### src/rtl/puf_pkg.sv
// Shared types and constants for the PUF key generator: FSM states, slice width,
// and the vote-counter width helper.
package puf_pkg;

  localparam int SLICE_W = 64;

  typedef enum logic [1:0] {
    IDLE   = 2'd0,
    SETTLE = 2'd1,
    SAMPLE = 2'd2,
    DONE   = 2'd3
  } puf_state_e;

  // Enough bits to count every sample without wrapping.
  function automatic int vote_cnt_w(input int num_samples);
    return $clog2(num_samples + 1);
  endfunction

endpackage

### src/rtl/puf_gen_64.sv
// Behavioural stand-in for one 64-bit PUF slice: a fixed 0xA5 fingerprint,
// tagged with the slice index and the challenge, and all-zero when disabled.
module puf_gen_64 #(
  parameter int SLICE_ID = 0
) (
  input  logic        enable,
  input  logic [1:0]  challenge,
  output logic [63:0] response
);

  localparam logic [63:0] BASE = {8{8'hA5}};

  logic [63:0] tag;

  assign tag = {48'd0, 8'(SLICE_ID), 6'd0, challenge};

  always_comb begin
    response = '0;
    if (enable) begin
      response = BASE ^ tag;
    end
  end

endmodule

### src/rtl/puf_tmv_acc.sv
// Per-bit ones-counter and majority compare for temporal majority voting.
// Only compiled when PUF_TMV_EN is defined.
`ifdef PUF_TMV_EN
module puf_tmv_acc
  import puf_pkg::*;
#(
  parameter int NUM_SAMPLES = 7
) (
  input  logic clk,
  input  logic rst,
  input  logic clear,
  input  logic sample_en,
  input  logic bit_in,
  output logic vote
);

  localparam int CNT_W = vote_cnt_w(NUM_SAMPLES);

  logic [CNT_W-1:0] ones_reg;

  always_ff @(posedge clk or posedge rst) begin
    if (rst) begin
      ones_reg <= '0;
    end else if (clear) begin
      ones_reg <= '0;
    end else if (sample_en && bit_in) begin
      ones_reg <= ones_reg + 1'b1;
    end
  end

  assign vote = (ones_reg > CNT_W'(NUM_SAMPLES / 2));

endmodule
`endif

### src/rtl/puf_key_gen.sv
// PUF response generator: settle the PUF, sample it, and register the response.
// PUF_TMV_EN enables temporal majority voting over NUM_SAMPLES samples per bit.
module puf_key_gen
  import puf_pkg::*;
#(
  parameter int  NUM_SLICES    = 4,
  parameter int  SETTLE_CYCLES = 16,
  parameter int  NUM_SAMPLES   = 7,
  localparam int RESP_W        = SLICE_W * NUM_SLICES
) (
  input  logic              clk,
  input  logic              rst,
  input  logic              req_valid,
  output logic              req_ready,
  input  logic [1:0]        challenge,
  output logic              resp_valid,
  input  logic              resp_ready,
  output logic [RESP_W-1:0] resp_data,
  output logic              busy
);

`ifdef PUF_TMV_EN
  localparam bit TMV_EN = 1'b1;
`else
  localparam bit TMV_EN = 1'b0;
`endif
  localparam int VOTE_SAMPLES = TMV_EN ? NUM_SAMPLES : 1;

  puf_state_e        state_reg;
  logic [7:0]        settle_cnt_reg;
  logic [3:0]        sample_cnt_reg;
  logic [1:0]        chal_reg;
  logic              puf_en_reg;
  logic              req_ready_reg;
  logic              resp_valid_reg;
  logic              busy_reg;
  logic [RESP_W-1:0] resp_data_reg;

  wire  [RESP_W-1:0] raw_resp;
  wire  [RESP_W-1:0] vote_vec;
  logic              req_fire;
  logic              sample_en;

  assign req_fire  = req_valid && req_ready_reg;
  // Samples are taken for VOTE_SAMPLES cycles; the extra SAMPLE cycle registers the result.
  assign sample_en = (state_reg == SAMPLE) && (sample_cnt_reg < 4'(VOTE_SAMPLES));

  genvar gi;

  generate
    for (gi = 0; gi < NUM_SLICES; gi++) begin : gen_slice
      puf_gen_64 #(
        .SLICE_ID (gi)
      ) u_puf (
        .enable    (puf_en_reg),
        .challenge (chal_reg),
        .response  (raw_resp[gi*SLICE_W +: SLICE_W])
      );
    end
  endgenerate

`ifdef PUF_TMV_EN
  generate
    for (gi = 0; gi < RESP_W; gi++) begin : gen_vote
      puf_tmv_acc #(
        .NUM_SAMPLES (NUM_SAMPLES)
      ) u_acc (
        .clk       (clk),
        .rst       (rst),
        .clear     (req_fire),
        .sample_en (sample_en),
        .bit_in    (raw_resp[gi]),
        .vote      (vote_vec[gi])
      );
    end
  endgenerate
`else
  logic [RESP_W-1:0] raw_sample_reg;

  always_ff @(posedge clk or posedge rst) begin
    if (rst) begin
      raw_sample_reg <= '0;
    end else if (req_fire) begin
      raw_sample_reg <= '0;
    end else if (sample_en) begin
      raw_sample_reg <= raw_resp;
    end
  end

  assign vote_vec = raw_sample_reg;
`endif

  always_ff @(posedge clk or posedge rst) begin
    if (rst) begin
      state_reg      <= IDLE;
      settle_cnt_reg <= '0;
      sample_cnt_reg <= '0;
      chal_reg       <= '0;
      puf_en_reg     <= 1'b0;
      req_ready_reg  <= 1'b1;
      resp_valid_reg <= 1'b0;
      busy_reg       <= 1'b0;
      resp_data_reg  <= '0;
    end else begin
      case (state_reg)
        IDLE: begin
          if (req_fire) begin
            state_reg      <= SETTLE;
            chal_reg       <= challenge;
            settle_cnt_reg <= '0;
            sample_cnt_reg <= '0;
            puf_en_reg     <= 1'b1;
            req_ready_reg  <= 1'b0;
            busy_reg       <= 1'b1;
          end
        end
        SETTLE: begin
          if (settle_cnt_reg == 8'(SETTLE_CYCLES - 1)) begin
            state_reg      <= SAMPLE;
            sample_cnt_reg <= '0;
          end else begin
            settle_cnt_reg <= settle_cnt_reg + 1'b1;
          end
        end
        SAMPLE: begin
          if (sample_cnt_reg == 4'(VOTE_SAMPLES)) begin
            state_reg      <= DONE;
            resp_data_reg  <= vote_vec;
            resp_valid_reg <= 1'b1;
            puf_en_reg     <= 1'b0;
          end else begin
            sample_cnt_reg <= sample_cnt_reg + 1'b1;
          end
        end
        DONE: begin
          // The state only returns to IDLE here, so a request in this cycle waits for IDLE.
          if (resp_valid_reg && resp_ready) begin
            state_reg      <= IDLE;
            resp_valid_reg <= 1'b0;
            busy_reg       <= 1'b0;
            req_ready_reg  <= 1'b1;
          end
        end
        default: begin
          state_reg <= IDLE;
        end
      endcase
    end
  end

  assign req_ready  = req_ready_reg;
  assign resp_valid = resp_valid_reg;
  assign resp_data  = resp_data_reg;
  assign busy       = busy_reg;

endmodule
### config.mk
export PLATFORM = sky130hd
export DESIGN_NAME = puf_key_gen
export DESIGN_NICKNAME = d
export VERILOG_FILES = /design/src/rtl/puf_pkg.sv /design/src/rtl/puf_gen_64.sv /design/src/rtl/puf_tmv_acc.sv /design/src/rtl/puf_key_gen.sv
export SDC_FILE = /design/constraint.sdc
export NUM_CORES = 1
export LEC_CHECK = 0
export BUFFER_PORTS_ARGS = -buffer_cell sky130_fd_sc_hd__buf_2
export CAP_MARGIN = 20
export CORE_ASPECT_RATIO = 0.8
export CORE_MARGIN = 2
export CORE_UTILIZATION = 35
export DETAILED_ROUTE_END_ITERATION = 8
export GPL_ROUTABILITY_DRIVEN = 0
export GPL_TIMING_DRIVEN = 0
export HOLD_SLACK_MARGIN = 0.02
export PLACE_DENSITY = 0.73
export SETUP_SLACK_MARGIN = 0.1
export SYNTH_ARGS = -nofsm -noshare
export SYNTH_HDL_FRONTEND = slang
export SYNTH_SLANG_ARGS = --single-unit
### constraint.sdc
create_clock -name clk -period 5.5 [get_ports clk]
set_input_delay 0.825 -clock clk [delete_from_list [all_inputs] [get_ports clk]]
set_output_delay 0.825 -clock clk [all_outputs]
set_load 0.05 [all_outputs]
== After elaboration in Yosys (flattened, before gate mapping) ==
Index checks and enable logic that the tools add are counted.

* Flip-flop bits (word level): 532
* Bits of input ports: 6

* $add $sub $neg: 2
* $lt $le $gt $ge: 1
* Equal/unequal tests: 11
* Muxes and demuxes: 28
* Bitwise logic cells: 2
* Reductions and logical operators: 18

{| class="wikitable"
|+ Operator list
! kind !! count
|-
| $mux W256 || 2
|-
| $mux W64 || 4
|-
| $not A1 Y32 || 1
|-
| $not A5 Y32 || 1
|-
| $mux W8 || 2
|-
| $pmux W8 S2 || 1
|-
| $mux W4 || 3
|-
| $pmux W4 S3 || 1
|-
| $reduce_and A3 Y1 || 4
|-
| $ne A2 B2 Y1 const B || 5
|-
| $reduce_bool A2 Y1 || 5
|-
| $add A8 B1 Y8 const B || 1
|-
| $eq A8 B4 Y1 const B || 1
|-
| $mux W2 || 4
|-
| $pmux W1 S2 || 4
|-
| $pmux W2 S4 || 1
|-
| $reduce_and A4 Y1 || 2
|-
| $mux W1 || 6
|-
| $add A4 B1 Y4 const B || 1
|-
| $eq A2 B2 Y1 const B || 2
|-
| $eq A4 B1 Y1 const B || 1
|-
| $lt A4 B1 Y1 const B || 1
|-
| $reduce_and A2 Y1 || 2
|-
| $logic_and A1 B1 Y1 || 3
|-
| 4 further kinds || 4
|}

== Longest topological paths before layout ==
* Word-level depth: 4
* Mapped depth: 7
* Gate-level depth less buffers: 6

== By module ==
A second synthesis with hierarchy kept.

* Cell total of the unflattened synthesis: 1494
* Area total of the unflattened synthesis: 21891.0 um2

{| class="wikitable"
|+ By module, submodules not included
! module !! times used !! cells an instance !! area each (um2)
|-
| puf_key_gen || 1 || 1234 || 19934.1
|-
| puf_gen_64 || 4 || 65 || 489.2
|}

== Worst setup path after synthesis ==
Ideal clock, no wire load.

* Kind: flip-flop to output port
* Start: register, netlist name resp_data[253]
* End: output port resp_data[101]
* Data arrival time: 2.940 ns
* Slack: 1.735 ns
* Stages on the path, launching flop included: 2
* Path through: dfrtp_1 -> buf_4

{| class="wikitable"
|+ RTL lines
! what !! RTL line !! text
|-
| end, declared || puf_key_gen.sv:18 || <nowiki>output logic [RESP_W-1:0] resp_data,</nowiki>
|}

==> out/summary.log <==
[status] run status finished, violations left
[status] violated checks DRC
[final_layout] share of layout cells above drive strength 1 0.627
[sta] share of the cycle needed by the critical path after routing 0.470
[routing] first-pass iteration count of the detailed router 6
[yosys] area share of the largest cell type after synthesis 0.572
[final_layout] filler cell count 858
[yosys] primary flip-flop cell chosen by synthesis mapping dfrtp_1
[final_layout] Finished Core Util 0.521
[worst_setup_path] longest individual stage delay on the worst path 0.71 ns
[routing] Routed Wire Length 7640 um
[worst_setup_path] slowest cell on the critical path dfrtp_4
[final_layout] area taken by flip-flops and latches 656 um2
[yosys] EDFF count, synth 0
[worst_setup_path] family with the most delay on the worst path buffers and inverters
[floorplanning] number of standard-cell rows in the floorplan 31
[worst_setup_path] largest fanout of any net on the critical path 79
[worst_setup_path] WP data required 4.68 ns
[floorplanning] die footprint 0.0103 mm2
[grt] GR Overflow Total 0
[clocking] Post-CTS Setup Bufs 0
[pwr] total power density per cell area 141 mW/mm2
[final_layout] diode insertion count for antenna repair 0
[yosys] distinct cell type count of the synthesized netlist 41
[yosys] Mean Syn Cell Area 8.49 um2
[sta] max-slew violation total from the final report 0
[yosys] number of warning messages in the yosys log 0
[sta] Fin Clk Skew 0.00133 ns
[clocking] root cell of the clock tree clkbuf_16
[routing] DR WL/cell 9.87 um
[routing] antenna-violating nets left 0
[sta] total negative setup slack 0 ns
[worst_setup_path] critical setup path kind flip-flop to output pin
[sta] highest clock rate 387 MHz
[routing] Residual DRC 16
[grt] via count of the first global-routing pass 2239
[worst_setup_path] Critical Path Start Type flip-flop
[place] port buffer count 139
[grt] combined global-route utilization of all metal layers 0.132
[grt] global-route wire length before repair 11400 um
[floorplanning] x dimension of the die 113 um
[sta] Tmin final 2.58 ns
[yosys] Gate Count Post-Synth 391
[clocking] quantity of gates resized following cts 0
[pwr] static leakage 0.00325 uW
[run] maxcap violations 0
[worst_setup_path] sum of buffers and inverters on the critical path 3
[sta] relative max-transition margin 0.350
[routing] number of vias per cell after detailed routing 3.44
[floorplanning] number of I/O pins 265
[final_layout] number of nets in the layout 675
[routing] via total after detailed routing 2662
[worst_setup_path] cells traversed along the worst timing path buf_16 > buf_4 > buf_2
[pwr] Peak VDD IR 0.000200 V
[worst_setup_path] Crit. End Element output pin
[sta] RSZ-0062 raised after global routing no
[floorplanning] chip height 91.1 um
[clocking] worst skew pair latency 0.26 ns
[yosys] async set-or-reset flop fraction in the synthesized netlist 1.00
[clocking] clock tree from TritonCTS built
[grt] largest net degree at the start of global routing 80
[floorplanning] core outline area 0.00915 mm2
[clocking] CTS sink cnt 26
[grt] antenna violations before repair 0
[worst_hold_path] worst min-delay path class flip-flop to flip-flop
[routing] detailed router's first-iteration violation count 76
[yosys] number of storage elements in the synthesis netlist 26
[sta] slew at the pin closest to its max-slew limit 0.962 ns
[worst_setup_path] Worst Path Arrival 1.76 ns
[yosys] largest area contributor in the netlist buf_4
[place] instance count after placement with tap cells included 769
[final_layout] number of flip-flops in the largest register 8
[final_layout] layout overhead on the synthesized area 43.8%
[sta] total setup violations reported at the end of the flow 0
[yosys] list of most frequent post-synthesis cells buf_4, dfrtp_1, nand2_1, inv_1, o21ai_0
[clocking] cts hold-fix bufs 0
[yosys] top area cells in the synthesized netlist buf_4, dfrtp_1, ha_1
[floorplanning] effective utilization at floorplan 0.362
[place] pre-CTS setup slack 3.19 ns
[yosys] sequential element share of the synthesized area 0.196
[sta] final hold violation count 0
[clocking] depth of the CTS H-tree 1
[clocking] number of CTS-inserted buffers 3
[final_layout] non-filler cells in the finished layout 774
[sta] post-route setup slack 2.92 ns
[final_layout] area taken by multi-input logic gates 0.00118 mm2
[clocking] Reg clk slew, reported paths 0.07 ns
[place] post-detail-place hpwl 6430 um
[clocking] Bufs on Longest Clock Path 2
[yosys] most used standard cell by instance count after synthesis buf_4
[yosys] netlist area before placement 0.00332 mm2
==> path summary, 6_finish.rpt <==
check	start	endpoint	slack, ns	cells after the start
worst min-delay path	raw_sample_reg[193]$_DFFE_PP0P_	resp_data[193]$_DFFE_PP0P_	0.51	1
worst max-delay path	resp_data[253]$_DFFE_PP0P_	resp_data[39]	2.92	3
worst min register to register	raw_sample_reg[193]$_DFFE_PP0P_	resp_data[193]$_DFFE_PP0P_	0.51	1
worst max register to register	state_reg[0]$_DFFE_PP0P_	sample_cnt_reg[1]$_DFFE_PP0P_	3.20	6
max in group asynchronous	rst	req_ready$_DFFE_PP1P_	4.36	3
min in group asynchronous	rst	settle_cnt_reg[5]$_DFFE_PP0P_	0.58	2
==> report_power, final <==
| group | total (uW) | switching [uW] | internal, uW |
|---|---|---|---|
| registers | 191 | 0 | 191 |
| clock network | 212 | 67.0 | 145 |
| logic | 267 | 204 | 62.9 |
==> cells by family after synthesis <==
kind of cell             after synthesis  synth area share
buffers and inverters                267             0.588
AND/OR/NAND/NOR                       40            0.0671
AO/OA/AOI/OAI                         37            0.0765
flip-flops                            26             0.196
multiplexers                          11            0.0366
adder cells (fa/ha/maj)                9            0.0339
other                                  1           0.00113
==> final cells by class <==
class                      count  share of cell area
sequential                    26               0.137
multi-input combinational    221               0.247
inverter                      10             0.00787
buffer                       257               0.401
clock inverter                 1             0.00629
timing repair buffer         141               0.155
tap                          115              0.0302
clock buffer                   3              0.0157
==> layer usage <==
metal / part of all wire / routed length [um] / global-route usage / up-vias
li1: - / - / - / 1413
met1: 0.35 / 2700 / 0.135 / 1151
met2: 0.57 / 4360 / 0.275 / 94
met3: 0.070 / 531 / 0.0287 / 4
met4: 0.0065 / 50 / 0.0173 / 0
met5: 0 / 0 / 0 / -
==> cells in the final DEF, fill, tap and decap left out, types with 5 or more instances in the layout <==
master / instances
dfrtp_1: 24
nand3_1: 8
o21ai_0: 10
buf_2: 139
mux2_2: 5
nand2_1: 12
ha_1: 9
mux2i_1: 5
buf_4: 253
a21oi_1: 7
inv_1: 10
conb_1: 124
==> stage by stage <==
step | hold WS (ns) | power, uW | cell area, um2
6_report | 0.510 | 670 | 4770
5_1_grt | 0.537 | 693 | 4770
4_1_cts | 0.516 | 667 | 4760
3_5_place_dp | 0.498 | 454 | 4650
3_3_place_gp | 0.487 | 454 | 4620
2_1_floorplan | 0.452 | 451 | 3780
Note: power is estimated with default switching activity, not from simulation.
